**src/rtl/microsequencer.sv**
```systemverilog
// rtl/microsequencer.sv - microcode sequencer: IR, T-state counter, fetch words and overrun flag
// uinstr is combinational so a new word appears in the same cycle that tstate changes.
module microsequencer #(
    parameter logic [15:0] FETCH0 = 16'h8060,
    parameter logic [15:0] FETCH1 = 16'hB440,
    parameter logic [15:0] NOP    = 16'h8000
) (
    input  logic        clk,
    input  logic        reset,
    input  logic [15:0] bus_in,
    input  logic        II,
    input  logic        RT,
    input  logic        stall,
    input  logic [15:0] rom_data,
    output logic [10:0] rom_addr,
    output logic [15:0] uinstr,
    output logic [2:0]  tstate,
    output logic        fetching,
    output logic        overrun
);

    logic [15:0] ir_q, ir_d;
    logic [2:0]  tstate_q, tstate_d;
    logic        overrun_q, overrun_d;

    // Stall freezes everything; II and RT are independent of each other.
    always_comb begin
        ir_d      = ir_q;
        tstate_d  = tstate_q;
        overrun_d = overrun_q;
        if (!stall) begin
            if (II) begin
                ir_d = bus_in;
            end
            if (RT) begin
                tstate_d = 3'd0;
            end else begin
                tstate_d = tstate_q + 3'd1;
                if (tstate_q == 3'd7) begin
                    overrun_d = 1'b1;
                end
            end
        end
    end

    always_ff @(posedge clk) begin
        if (reset) begin
            ir_q      <= 16'h0000;
            tstate_q  <= 3'd0;
            overrun_q <= 1'b0;
        end else begin
            ir_q      <= ir_d;
            tstate_q  <= tstate_d;
            overrun_q <= overrun_d;
        end
    end

    always_comb begin
        uinstr = rom_data;
        if (reset) begin
            uinstr = NOP;
        end else if (tstate_q == 3'd0) begin
            uinstr = FETCH0;
        end else if (tstate_q == 3'd1) begin
            uinstr = FETCH1;
        end
    end

    assign rom_addr = {ir_q[15:8], tstate_q};
    assign tstate   = tstate_q;
    assign fetching = (tstate_q == 3'd0) || (tstate_q == 3'd1);
    assign overrun  = overrun_q;

endmodule

```
**config.mk**
```make
export PLATFORM = sky130hd
export DESIGN_NAME = microsequencer
export DESIGN_NICKNAME = d
export VERILOG_FILES = /design/src/rtl/microsequencer.sv
export SDC_FILE = /design/constraint.sdc
export NUM_CORES = 1
export LEC_CHECK = 0
export CAP_MARGIN = 20
export CORE_UTILIZATION = 33
export CTS_BUF_LIST = sky130_fd_sc_hd__clkbuf_4 sky130_fd_sc_hd__clkbuf_8 sky130_fd_sc_hd__clkbuf_16
export CTS_CLUSTER_SIZE = 8
export DETAILED_ROUTE_END_ITERATION = 6
export GPL_ROUTABILITY_DRIVEN = 0
export PLACE_DENSITY = 0.87
export REMOVE_ABC_BUFFERS = 1
export SYNTH_ARGS = -nofsm -noshare
export SYNTH_HDL_FRONTEND = slang
export SYNTH_SLANG_ARGS = --single-unit
```
**constraint.sdc**
```tcl
create_clock -name clk -period 2.4 [get_ports clk]
set_input_delay 0.48 -clock clk [delete_from_list [all_inputs] [get_ports clk]]
set_output_delay 0.48 -clock clk [all_outputs]
set_load 0.05 [all_outputs]
```
==> results.txt <==
----------------------------------------------------
[Status]
  Result of the run ... finished, final reports clean

[Setup path]
  Launching element type of the critical path ... input port
  Sum of buffers and inverters on the critical path ... 3
  Critical R2R Capture ... tstate[2]
  Largest fanout of any net on the critical path ... 10
  Dominant delay contributor by cell family on the critical path ... buffers and inverters
  Master of the slowest instance on the critical path ... clkdlybuf4s50_1
  Kind of critical path ... in -> out
  Critical path, cell by cell ... clkdlybuf4s50_1 > buf_4 > nor3b_1 > buf_12
  Depth of the worst register-to-register path ... 4
  Longest individual stage delay on the worst path ... 0.54 ns
  Slack of the worst reg-to-reg path ... 1.02 ns
  Element type at the critical path end ... output port
  Startpoint of the worst-slack reg-to-reg timing path ... tstate[0]
  Crit path DAT ... 1.84 ns
  Crit path required time ... 1.92 ns

[CTS]
  Number of buffers created by CTS ... 3
  Number of hold buffers added after CTS ... 0
  Clock Sinks ... 12
  TritonCTS clock tree ... yes
  Number of H-tree levels ... 1
  Clock edge transition at the registers on the reported setup and hold paths ... 0.07 ns
  Clock latency at the later pin of the worst-skew pair ... 0.27 ns
  Maximum root-to-sink buffer count ... 2
  Root buf cell ... clkbuf_4
  Post-CTS Setup Repair Bufs ... 0

[Synthesis]
  Synthesized area per cell ... 9.03 µm²
  Number of distinct library cell variants in the gate-level netlist after synthesis ... 25
  Number of warnings printed during yosys synthesis ... 0
  Cell type contributing the most total cell area after synthesis ... dfxtp_1
  Most used DFF post-synth ... dfxtp_1
  Sequential fraction of the synthesis area ... 30.6%
  Post-synth ARST share ... 0%
  Fraction of post-synthesis cell area in the top cell type by area ... 30.6%
  Most frequent cell after synthesis ... dfxtp_1
  Gate count of the mapped netlist ... 87
  Flops & latches, synth ... 12
  Post-synth EDFFs ... 0
  Cell area after synthesis ... 786 µm²
  Top post-synthesis cells by count ... dfxtp_1 (12), nor3b_1 (11), nand2b_1 (9)
  Leading post-synthesis cells by cell area ... dfxtp_1 (31%), nor3b_1 (11%), nand4bb_1 (10%)

[Timing]
  Actual slew at the worst max-slew pin ... 0.516 ns
  Max Clock Skew ... 0.00119 ns
  Crit share post-route ... 96.8%
  Setup WS post-layout ... 0.0776 ns
  RSZ-0062 raised after global routing ... no
  Worst Hold Margin ... 0.476 ns
  Fmax ... 0.431 GHz
  Setup violation total in the final timing report ... 0
  Worst slew slack as a fraction of its limit ... 65.5%
  Final Critical Period ... 2.32 ns
  Count of final max-slew check failures ... 0
  Setup Total Neg Slack ... 0 ns
  Final count of hold timing violations ... 0

[Worst hold path]
  Hold path start ... ir_q[10]
  Hold Crit Depth ... 2
  Worst min-delay path endpoint ... ir_q[10]
  Path type of the worst min-delay path ... reg -> reg

[Global routing]
  First-pass GRT wire length ... 3590 µm
  Number of antenna violations at the first check in global routing ... 0
  Maximum number of pins on one net before global-route repair ... 20
  Number of global-route vias before repair ... 822
  Total routing resource utilization after global routing ... 18.3%
  GR Overflow Total ... 0

[Power]
  Internal power of the cells ... 0.406 mW
  Switch Pwr ... 0.185 mW
  Leak pwr ... 0.568 nW
  Power Dens Cells ... 375 nW/µm²
  Sequential Power Share ... 36.0%
  Net switching fraction of the power ... 31.3%
  Clock share of power ... 26.5%
  Power share of the combinational group ... 37.4%
  Maximum vdd drop ... 0.268 mV

[Placement]
  Placement Setup Slack ... 0.0620 ns
  Number of I/O port buffers ... 60
  Post-DP HPWL ... 1840 µm
  Placed cells ... 169

[Final layout]
  Share of final-layout standard cells stronger than drive strength 1 ... 24.1%
  Area added between synthesis and finish ... 100%
  Final std cells w/o fill ... 173
  Final Net Count ... 187
  Number of antenna repair diodes ... 0

[Floorplan]
  Number of primary I/O pins ... 69
  Width of the die ... 50.8 µm
  Placeable Area ... 2230 µm²
  Area of the die ... 2580 µm²
  Initial standard-cell utilization of the core ... 35.2%
  Number of standard-cell rows in the floorplan ... 17
  Die extent in y ... 50.8 µm

[Route]
  Routed vias ... 879
  Number of DRC markers after the initial detailed-route iteration ... 8
  Via-to-Cell Ratio ... 5.08
  Routed wire length per instance ... 13.5 µm
  Antenna Nets Post-Route ... 0
  Total length of routed wires ... 2340 µm
  DRC violation count after routing ... 0
  Count of TritonRoute iterations in the first routing pass ... 4

[Job]
  Number of maximum-capacitance violations ... 0

----------------------------------------------------
==> worst register-to-register path, delay by kind of cell (launching register included) <==
| family | cells | cell delay (ns) |
|---|---|---|
| adders and majority gates | 2 | 0.47 |
| and+or+nand+nor | 1 | 0.36 |
| AOI/OAI and AO/OA | 1 | 0.13 |
| DFF | 1 | 0.36 |
==> layout by cell type (no fill, tap or decap), drive strengths merged <==
| cell type | synthesis | routed |
|---|---|---|
| and2b | 1 | 1 |
| ha | 4 | 4 |
| buf | 7 | 18 |
| o21ai | 8 | 8 |
| nor2 | 1 | 1 |
| o21ba | 1 | 1 |
| a211oi | 3 | 3 |
| o21a | 2 | 2 |
| nand2b | 9 | 9 |
| or3b | 2 | 2 |
| clkdlybuf4s50 | 0 | 44 |
| dfxtp | 12 | 12 |
| nor3b | 11 | 11 |
| inv | 6 | 6 |
| a21oi | 3 | 3 |
| a22o | 1 | 1 |
| or3 | 2 | 2 |
| clkbuf | 1 | 4 |
| nor2b | 2 | 2 |
| nand4bb | 8 | 8 |
| nand2 | 3 | 3 |
==> cell type report <==
cell class                 instances  area [µm²]
clock buffer                       4        36.3
fill                             171         658
inverter                           6        22.5
multi-input combinational         61         500
sequential                        12         243
tap                               28        35.0
timing repair buffer              62         738
==> how the worst max path moves through the flow <==
stage	cells past startpoint	slack, ns	end	startpoint
6_report	4	0.08	uinstr[1]	reset
4_1_cts	5	0.007	uinstr[7]	tstate[0]
3_5_place_dp	4	0.06	uinstr[14]	reset
2_1_floorplan	4	-0.88	uinstr[0]	tstate[1]
3_3_place_gp	4	0.1	uinstr[9]	reset
5_1_grt	5	0.02	uinstr[0]	tstate[1]
==> registers in the layout, indices dropped and copies added, names as in the netlist <==
signal,cells
tstate,3
overrun,1
ir_q,8
==> through the flow <==
step	area, µm²	util (%)	total power, mW
floorplan	733	-	0.319
global placement	1510	67.5	0.431
detailed placement	1510	67.5	0.436
CTS	1560	69.7	0.596
global route	1580	70.5	0.624
finish	1580	70.5	0.590
==> cell families (layout without fill, tap and decap cells) <==
logic type,count (synthesis),after routing,share of synthesized area (%)
and+or+nand+nor,39,39,38.4
buffers and inverters,14,72,9.55
DFF,12,12,30.6
AOI/OAI and AO/OA,18,18,15.1
adders and majority gates,4,4,6.37
==> layer usage <==
layer,GRT usage (%),wire length (µm),vias up
met5,0,0,-
met4,6.94,0,0
met3,7.58,307,0
met2,34.0,1200,48
met1,17.7,834,412
li1,-,-,419
==> what timing repair did <==
item                                    in CTS  in global routing
resized for setup                            3                  5
gates cloned                                 0                  0
endpoints found under the setup margin       2                  8
==> power by group through the flow <==
stage               Combinational [mW]  Sequential, mW  Clock, mW
floorplan                       0.0708           0.248          0
finish                           0.221           0.213      0.157
detailed placement               0.219           0.217          0
CTS                              0.221           0.213      0.162
global route                     0.232           0.214      0.178
global placement                 0.214           0.217          0
No activity file was read; power rests on OpenSTA's default activity.
